<file path="src/rtl/ring_counter_pkg.sv">
// Shared types and default sizing for the adder ring-oscillator edge counter.
package ring_counter_pkg;

   typedef enum logic [1:0] {IDLE, ARM, COUNT, DONE} rc_state_t;

   localparam int DEF_COUNT_W       = 32;
   localparam int DEF_WINDOW_W      = 32;
   localparam int DEF_SETTLE_CYCLES = 4;
   localparam int DEF_SYNC_STAGES   = 2;

endpackage

</file>
<file path="src/rtl/ring_edge_sync.sv">
// Brings the asynchronous ring output into the clock domain and flags each rising
// edge with a single-cycle pulse.
module ring_edge_sync
   import ring_counter_pkg::*;
#(
   parameter int SYNC_STAGES = DEF_SYNC_STAGES
) (
   input  logic i_clk,
   input  logic i_reset,
   input  logic i_chain,
   output logic o_edgePulse
);

   logic [SYNC_STAGES-1:0] r_sync;
   logic                   r_prev;

   always_ff @(posedge i_clk) begin
      if (i_reset) begin
         r_sync <= '0;
         r_prev <= 1'b0;
      end else begin
         r_sync <= {r_sync[SYNC_STAGES-2:0], i_chain};
         r_prev <= r_sync[SYNC_STAGES-1];
      end
   end

   assign o_edgePulse = r_sync[SYNC_STAGES-1] & ~r_prev;

endmodule

</file>
<file path="src/rtl/adder_ring_counter.sv">
// Enables the adder ring, lets it settle, then counts its edges over a gated window.
// Define RING_COUNTER_SATURATE_EN for a saturating count with sticky overflow.
module adder_ring_counter
   import ring_counter_pkg::*;
#(
   parameter int COUNT_W       = DEF_COUNT_W,
   parameter int WINDOW_W      = DEF_WINDOW_W,
   parameter int SETTLE_CYCLES = DEF_SETTLE_CYCLES,
   parameter int SYNC_STAGES   = DEF_SYNC_STAGES
) (
   input  logic                wb_clk_i,
   input  logic                reset,
   input  logic                start,
   input  logic [WINDOW_W-1:0] window_cycles,
   input  logic                chain_in,
   output logic                ring_en,
   output logic                busy,
   output logic                done,
   output logic [COUNT_W-1:0]  count,
   output logic                overflow
);

   localparam logic [WINDOW_W-1:0] SETTLE_LOAD = WINDOW_W'(SETTLE_CYCLES - 1);

   rc_state_t           r_state;
   rc_state_t           w_nextState;
   logic [WINDOW_W-1:0] r_window;
   logic [WINDOW_W-1:0] r_timer;
   logic [COUNT_W-1:0]  r_count;
   logic                w_edgePulse;
   logic                w_timerZero;
   logic                w_startAccepted;

   ring_edge_sync #(
      .SYNC_STAGES (SYNC_STAGES)
   ) u_edgeSync (
      .i_clk       (wb_clk_i),
      .i_reset     (reset),
      .i_chain     (chain_in),
      .o_edgePulse (w_edgePulse)
   );

   assign w_timerZero     = (r_timer == '0);
   assign w_startAccepted = (r_state == IDLE) && start;

   always_ff @(posedge wb_clk_i) begin
      if (reset) begin
         r_state <= IDLE;
      end else begin
         r_state <= w_nextState;
      end
   end

   always_comb begin
      w_nextState = r_state;
      ring_en     = 1'b0;
      busy        = 1'b0;
      done        = 1'b0;
      case (r_state)
         IDLE: begin
            if (start) begin
               w_nextState = (window_cycles == '0) ? DONE : ARM;
            end
         end
         ARM: begin
            ring_en = 1'b1;
            busy    = 1'b1;
            if (w_timerZero) begin
               w_nextState = COUNT;
            end
         end
         COUNT: begin
            ring_en = 1'b1;
            busy    = 1'b1;
            if (w_timerZero) begin
               w_nextState = DONE;
            end
         end
         DONE: begin
            done        = 1'b1;
            w_nextState = IDLE;
         end
         default: begin
            w_nextState = IDLE;
         end
      endcase
   end

   // One down-counter times the settle period, then is reloaded for the window.
   always_ff @(posedge wb_clk_i) begin
      if (reset) begin
         r_window <= '0;
         r_timer  <= '0;
      end else begin
         case (r_state)
            IDLE: begin
               if (start) begin
                  r_window <= window_cycles;
                  r_timer  <= SETTLE_LOAD;
               end
            end
            ARM: begin
               r_timer <= w_timerZero ? (r_window - 1'b1) : (r_timer - 1'b1);
            end
            COUNT: begin
               if (!w_timerZero) begin
                  r_timer <= r_timer - 1'b1;
               end
            end
            default: begin
            end
         endcase
      end
   end

`ifdef RING_COUNTER_SATURATE_EN
   logic r_overflow;

   always_ff @(posedge wb_clk_i) begin
      if (reset) begin
         r_count    <= '0;
         r_overflow <= 1'b0;
      end else if (w_startAccepted) begin
         r_count    <= '0;
         r_overflow <= 1'b0;
      end else if ((r_state == COUNT) && w_edgePulse) begin
         if (&r_count) begin
            r_overflow <= 1'b1;
         end else begin
            r_count <= r_count + 1'b1;
         end
      end
   end

   assign overflow = r_overflow;
`else
   always_ff @(posedge wb_clk_i) begin
      if (reset) begin
         r_count <= '0;
      end else if (w_startAccepted) begin
         r_count <= '0;
      end else if ((r_state == COUNT) && w_edgePulse) begin
         r_count <= r_count + 1'b1;
      end
   end

   assign overflow = 1'b0;
`endif

   assign count = r_count;

endmodule
</file>
<file path="config.mk">
export PLATFORM = sky130hd
export DESIGN_NAME = adder_ring_counter
export DESIGN_NICKNAME = d
export VERILOG_FILES = /design/src/rtl/ring_counter_pkg.sv /design/src/rtl/ring_edge_sync.sv /design/src/rtl/adder_ring_counter.sv
export SDC_FILE = /design/constraint.sdc
export NUM_CORES = 1
export LEC_CHECK = 0
export CORE_MARGIN = 4
export CORE_UTILIZATION = 55
export DETAILED_ROUTE_END_ITERATION = 6
export PLACE_DENSITY = 0.84
export SLEW_MARGIN = 20
export SYNTH_ARGS = -nofsm -noshare
export SYNTH_HDL_FRONTEND = slang
export SYNTH_SLANG_ARGS = --single-unit
</file>
<file path="constraint.sdc">
create_clock -name wb_clk_i -period 6.07 [get_ports wb_clk_i]
set_input_delay 1.214 -clock wb_clk_i [delete_from_list [all_inputs] [get_ports wb_clk_i]]
set_output_delay 1.214 -clock wb_clk_i [all_outputs]
set_load 0.005 [all_outputs]
</file>
==> flow_summary.toml, run 1 <==
[run_status]
outcome = "finished clean"

[floorplan]
initial_core_util_pct = 57.3
die_h_um = 110
rows = 36
ioPinCount = 72
die_area_um2 = 12000
core_um2 = 9910
die-width_um = 110

[timing]
hold_viol = 0
rsz0062_at_grt = "no"
period_share_pct = 57.4
holdWs_ns = 0.467
period_needed_ns = 3.48
relSlewSlack_pct = 25.4
setup_viol = 0
setup_slack_ns = 2.59
drv_slew = 0
finClkSkew_ns = 0.00942
tightest_slew_ns = 1.12
final.setup.tns_ns = 0
fmax_mhz = 287

[setup_path]
reg2reg_to = "r_timer[11]"
worst-r2r-cell-count = 6
r2r_slack_ns = 2.91
crit_end = "r_timer[30]"
critPathLaunchType = "input port"
end_kind = "flip-flop"
worstSetupStartpoint = "reset"
worstPathArrival_ns = 3.78
crit_fanout = 44
crit_required_ns = 6.37
crit_type = "in -> reg"
r2r_start = "r_timer[2]"

[synth]
syn_area_per_cell_um2 = 7.83
yosys.area_share.xor_xnor_pct = 8.48
synth_top_family_by_area = "simple AND/OR/NAND/NOR gates"
seq_area_frac_synth_pct = 35.6
synth-seq-cells = 101
synth_top_area_cell = "dfxtp_1"
synth_fp_nets = 771
synth_edf_count = 0
synth_area_leaders = "dfxtp_1, nand2_1, a21oi_1"
muxShareOfSynthArea_pct = 0.529
yosys.area_share.simple_pct = 30.7
synth_warnings = 0
syn_inst = 726
synthAdderAreaFrac_pct = 1.98
synth_compound_area_share_pct = 18.7
synthDominantCellAreaShare_pct = 35.6
async_flop_share_pct = 0
ys.flop_type = "dfxtp_1"
syn_area_um2 = 5680
ys_types = 70

[placed_design]
place.port_buffers = 70
dp_hpwl_mm = 12.4
pre_cts_ws_ns = 2.21
place_inst = 894
globalplace.congestion = 1.06

[hold_path]
hp-class = "reg -> reg"

[layout]
n_antenna_cell = 0
syn_to_final_growth_pct = 17.5
fin_cells = 909
nNetsFinal = 817
postLayoutCoreUtil_pct = 67.3
drive_gt1_share_pct = 4.51

[detailed_routing]
routed_wl_mm = 16.7
antenna_left = 0
wl_met1_mm = 6.92
post_drt_wl_per_cell_um = 18.4
dr_wl_met3_mm = 1.61
avgViaCountPerCell = 6.39
drt_first_pass_iters = 6
route.top_layer_used = "met4"
drtIter0Drc = 552
via_count = 5808
drc_errors = 0
wl_met2_mm = 7.68

[global_routing]
grt_pass1_vias = 5480
grt_max_degree = 45
grt_overflow_total = 0
antenna_found_initial = 0
grt_use_total_pct = 28.4
grt_pass1_wl_mm = 26.9

[power]
ir_worst_vdd_uv = 233
power_switching_mw = 1.60
clkPwrFrac_pct = 16.9
comb_power_share_pct = 57.1
power_density_nw_per_um2 = 489
pwr-share-seq_pct = 26.0
p_sw_share_pct = 49.0
p_int_mw = 1.67
p_leak_nw = 2.36

[clock_tree]
cts_buffers = 9
cts_tree = "yes"
cts_setup_buffers = 0
cts_sinks = 101
cts-root-buf = "clkbuf_8"
clk_pin_slew_worst_paths_ns = 0.10
cts_max_level = 3
cts_hold_buf = 0
clk_path_buf_depth = 2
clk-insertion-delay-late_ns = 0.38
cts_resized = 0

[job]
drv_cap = 0
-- worst min-delay path by stage --
stage | from | end | slack [ns] | cells past startpoint
6_report | u_edgeSync.r_sync[0] | u_edgeSync.r_sync[1] | 0.47 | 1
5_1_grt | u_edgeSync.r_sync[0] | u_edgeSync.r_sync[1] | 0.48 | 1
4_1_cts | u_edgeSync.r_sync[0] | u_edgeSync.r_sync[1] | 0.47 | 1
3_5_place_dp | u_edgeSync.r_sync[0] | u_edgeSync.r_sync[1] | 0.45 | 1
3_3_place_gp | u_edgeSync.r_sync[0] | u_edgeSync.r_sync[1] | 0.44 | 1
2_1_floorplan | u_edgeSync.r_sync[0] | u_edgeSync.r_sync[1] | 0.41 | 1
-- per-stage QoR --
| step | power (mW) | instance area, um^2 |
|---|---|---|
| 2_1_floorplan | 2.16 | 5680 |
| 3_3_place_gp | 2.61 | 6410 |
| 3_5_place_dp | 2.63 | 6410 |
| 4_1_cts | 3.18 | 6670 |
| 5_1_grt | 3.43 | 6670 |
| 6_report | 3.26 | 6670 |
-- flip-flops by register name, indices dropped and copies added (netlist names) --
register	cells
count	32
r_state	2
r_timer	32
r_window	32
u_edgeSync.r_prev	1
u_edgeSync.r_sync	2
-- kinds of logic after synthesis --
family,Yosys count
simple gates,333
compound gates,168
flops,101
buf+inv,56
xor+xnor,55
fa+ha+maj,9
mux,3
other cells,1
-- per-layer routing --
layer,vias to the layer above,track usage (%)
met4,0,11.7
met2,332,45.6
met3,57,5.93
met1,2694,37.1
li1,2725,-
met5,-,0
-- power by group through the flow --
stage                     sequential [mW]  clock [mW]  combinational, mW
final                               0.848       0.552               1.86
after global routing                0.859       0.587               1.98
after CTS                           0.843       0.552               1.79
after detailed placement            0.857           0               1.77
after global placement              0.852           0               1.76
after floorplan                     0.829           0               1.33
-- cell usage in the layout (no fill, tap or decap), types with 3 or more instances in the layout --
cell / n
a211oi_1: 5
a21o_1: 3
a21oi_1: 50
a22oi_1: 5
a31oi_1: 5
a32oi_1: 9
and2_1: 3
and3_1: 8
and4_1: 5
bufinv_16: 4
clkbuf_8: 9
clkdlybuf4s50_1: 70
dfxtp_1: 101
ha_1: 9
inv_1: 18
mux2i_1: 3
nand2_1: 97
nand3_1: 29
nand3b_1: 3
nand4_1: 16
nor2_1: 64
nor2b_1: 8
nor3_1: 30
nor4_1: 18
nor4_4: 3
nor4b_1: 5
o211ai_1: 8
o21ai_0: 38
o21ai_1: 7
o311ai_1: 3
o31a_1: 4
o31ai_1: 7
or3_1: 11
or4_1: 15
xnor2_1: 28
xor2_1: 27
-- synth_stat cells (3+ instances only) --
cell / n
nor4_4: 3
nand3_1: 29
o311ai_1: 3
a21oi_1: 50
nor2_1: 64
o31a_1: 4
xor2_1: 27
a211oi_1: 5
nand3b_1: 3
ha_1: 9
or3_1: 11
nor4b_1: 5
nor3_1: 30
a32oi_1: 9
nor2b_1: 8
buf_2: 7
nand2_1: 98
nor4_1: 18
a21o_1: 3
clkbuf_1: 27
mux2i_1: 3
xnor2_1: 28
o31ai_1: 8
a22oi_1: 5
and3_1: 8
or4_1: 15
a31oi_1: 5
dfxtp_1: 101
o21ai_1: 7
o211ai_1: 8
inv_1: 18
nand4_1: 16
o21ai_0: 38
and4_1: 5
and2_1: 3
-- critical path, stage by stage --
cell and delay (ns):
clkdlybuf4s50_1 0.39, buf_4 0.27, nand2b_1 0.22, nor4_1 0.68, o31ai_2 0.15, buf_4 0.25, or4_1 0.49, o211ai_1 0.11
-- cell type report --
cell class	count	area (um^2)
repair buffers	72	716
well taps	133	166
multi-input cells	569	3440
clock buffers	9	124
inverters	19	71.3
clock inverters	6	134
fillers	829	3240
flip-flops and latches	101	2020
No activity file was read; power rests on OpenSTA's default activity.
==> run 2, diff against run 1 <==
--- a/config.mk
+++ b/config.mk
@@ -6,9 +6,9 @@
 export NUM_CORES = 1
 export LEC_CHECK = 0
 export CORE_MARGIN = 4
-export CORE_UTILIZATION = 55
+export CORE_UTILIZATION = 51
 export DETAILED_ROUTE_END_ITERATION = 6
-export PLACE_DENSITY = 0.84
+export PLACE_DENSITY = 0.82
 export SLEW_MARGIN = 20
 export SYNTH_ARGS = -nofsm -noshare
 export SYNTH_HDL_FRONTEND = slang
==> constraint.sdc (replaced) <==
create_clock -name wb_clk_i -period 3 [get_ports wb_clk_i]
set_input_delay 0.6 -clock wb_clk_i [delete_from_list [all_inputs] [get_ports wb_clk_i]]
set_output_delay 0.6 -clock wb_clk_i [all_outputs]
set_load 0.005 [all_outputs]
==> flow_summary.toml, run 2 (synthesis results as in run 1) <==
[run_status]
outcome = "finished clean"

[clock_tree]
cts_resized = 0
cts_hold_buf = 0
cts_buffers = 9
cts_max_level = 3
clk-insertion-delay-late_ns = 0.40
cts-root-buf = "clkbuf_8"
cts_sinks = 101
clk_pin_slew_worst_paths_ns = 0.10
clk_path_buf_depth = 2
cts_setup_buffers = 0
cts_tree = "yes"

[floorplan]
die_h_um = 114
ioPinCount = 72
die-width_um = 114
die_area_um2 = 12900
rows = 38
initial_core_util_pct = 52.2
core_um2 = 10900

[power]
p_leak_nw = 2.46
ir_worst_vdd_uv = 586
power_density_nw_per_um2 = 991

[layout]
postLayoutCoreUtil_pct = 62.8
n_antenna_cell = 0
drive_gt1_share_pct = 7.47
nFillCells = 919
layout_commonest_cell = "dfxtp_1"
syn_to_final_growth_pct = 20.4
most-common-layout-cells = "dfxtp_1, nand2_1, clkdlybuf4s50_1, nor2_1, a21oi_1"
nNetsFinal = 843
fin_cells = 943

[global_routing]
grt_use_total_pct = 25.7
antenna_found_initial = 0
grt_max_degree = 44
grt_overflow_total = 0
grt_pass1_vias = 5401
grt_pass1_wl_mm = 26.7

[setup_path]
crit_fanout = 10
cp_slowest_stage_delay_ns = 0.54
crit_slowest_cell = "clkdlybuf4s50_1"
end_kind = "output port"
crit_chain = "inv_1 -> ha_1 -> buf_4 -> clkdlybuf4s50_1"
crit_required_ns = 2.40
crit_family = "buffers and inverters"
critPathLaunchType = "flip-flop"
crit_type = "reg -> out"
worstPathArrival_ns = 2.03
cp_num_buf_inv = 3

[timing]
fmax_mhz = 380
tightest_slew_ns = 0.821
period_needed_ns = 2.63
finClkSkew_ns = 0.0159
hold_viol = 0
setup_viol = 0
final.setup.tns_ns = 0
drv_slew = 0
setup_slack_ns = 0.367
period_share_pct = 87.8
relSlewSlack_pct = 44.9
holdWs_ns = 0.448
rsz0062_at_grt = "no"

[placed_design]
dp_hpwl_mm = 12.6
place.port_buffers = 70
globalplace.congestion = 1.00
place_inst = 927
pre_cts_ws_ns = 0.264

[detailed_routing]
drc_errors = 0
drt_first_pass_iters = 6
via_count = 5771
drtIter0Drc = 689
routed_wl_mm = 16.6
post_drt_wl_per_cell_um = 17.6
avgViaCountPerCell = 6.12
antenna_left = 0

[hold_path]
hp-class = "reg -> reg"

[job]
drv_cap = 0
run 2: cell count changes in the layout (fill, tap and decap cells not counted):
cell | previous run | this run
buf_4 | 2 | 28
bufinv_16 | 4 | 2
clkinvlp_4 | 0 | 2
clkbuf_1 | 0 | 1
clkinv_2 | 1 | 0
inv_8 | 0 | 1
nand2_1 | 97 | 98
nand2_2 | 1 | 0
run 2: cell type report:
type | instances | area [um^2] | area share [%]
Sequential cell | 101 | 2020 | 29.6
Clock inverter | 6 | 95.1 | 1.39
Inverter | 19 | 71.3 | 1.04
Timing Repair Buffer | 98 | 911 | 13.3
Multi-Input combinational cell | 569 | 3440 | 50.3
Clock buffer | 10 | 128 | 1.87
Tap cell | 140 | 175 | 2.56
run 2: metrics by stage:
stage,power (mW),instance area [um^2]
floorplan,4.37,5680
global placement,5.66,6620
global route,7.15,6840
finish,6.78,6840
CTS,6.65,6840
detailed placement,5.66,6620
run 2: worst paths after layout:
check | slack [ns] | from | cells after the start | end
setup / recovery | 0.37 | r_state[1] | 4 | busy
hold / removal | 0.45 | u_edgeSync.r_sync[0] | 1 | u_edgeSync.r_sync[1]
setup reg to reg | 0.46 | r_window[0] | 6 | r_timer[21]
hold reg to reg | 0.45 | u_edgeSync.r_sync[0] | 1 | u_edgeSync.r_sync[1]
run 2: per-layer routing:
| layer | global-route usage, % | part of all wire, % |
|---|---|---|
| met5 | 0 | 0 |
| met4 | 11.5 | 2.8 |
| met3 | 6.37 | 9.0 |
| met2 | 40.5 | 46 |
| met1 | 33.3 | 42 |
run 2: power by group:
part           switching (mW)  internal, mW  leakage (nW)
clock network           0.518         0.479         0.105
registers               0.211          1.50         0.820
logic                    2.57          1.50          1.54
total                    3.30          3.48          2.46
==> run 3, diff against run 2 <==
--- a/config.mk
+++ b/config.mk
@@ -8,6 +8,7 @@
 export CORE_MARGIN = 4
 export CORE_UTILIZATION = 51
 export DETAILED_ROUTE_END_ITERATION = 6
+export HOLD_SLACK_MARGIN = 0.03
 export PLACE_DENSITY = 0.82
 export SLEW_MARGIN = 20
 export SYNTH_ARGS = -nofsm -noshare
==> results of run 3 <==
Same layout as run 2: the final DEF is identical, and so are final timing and power.
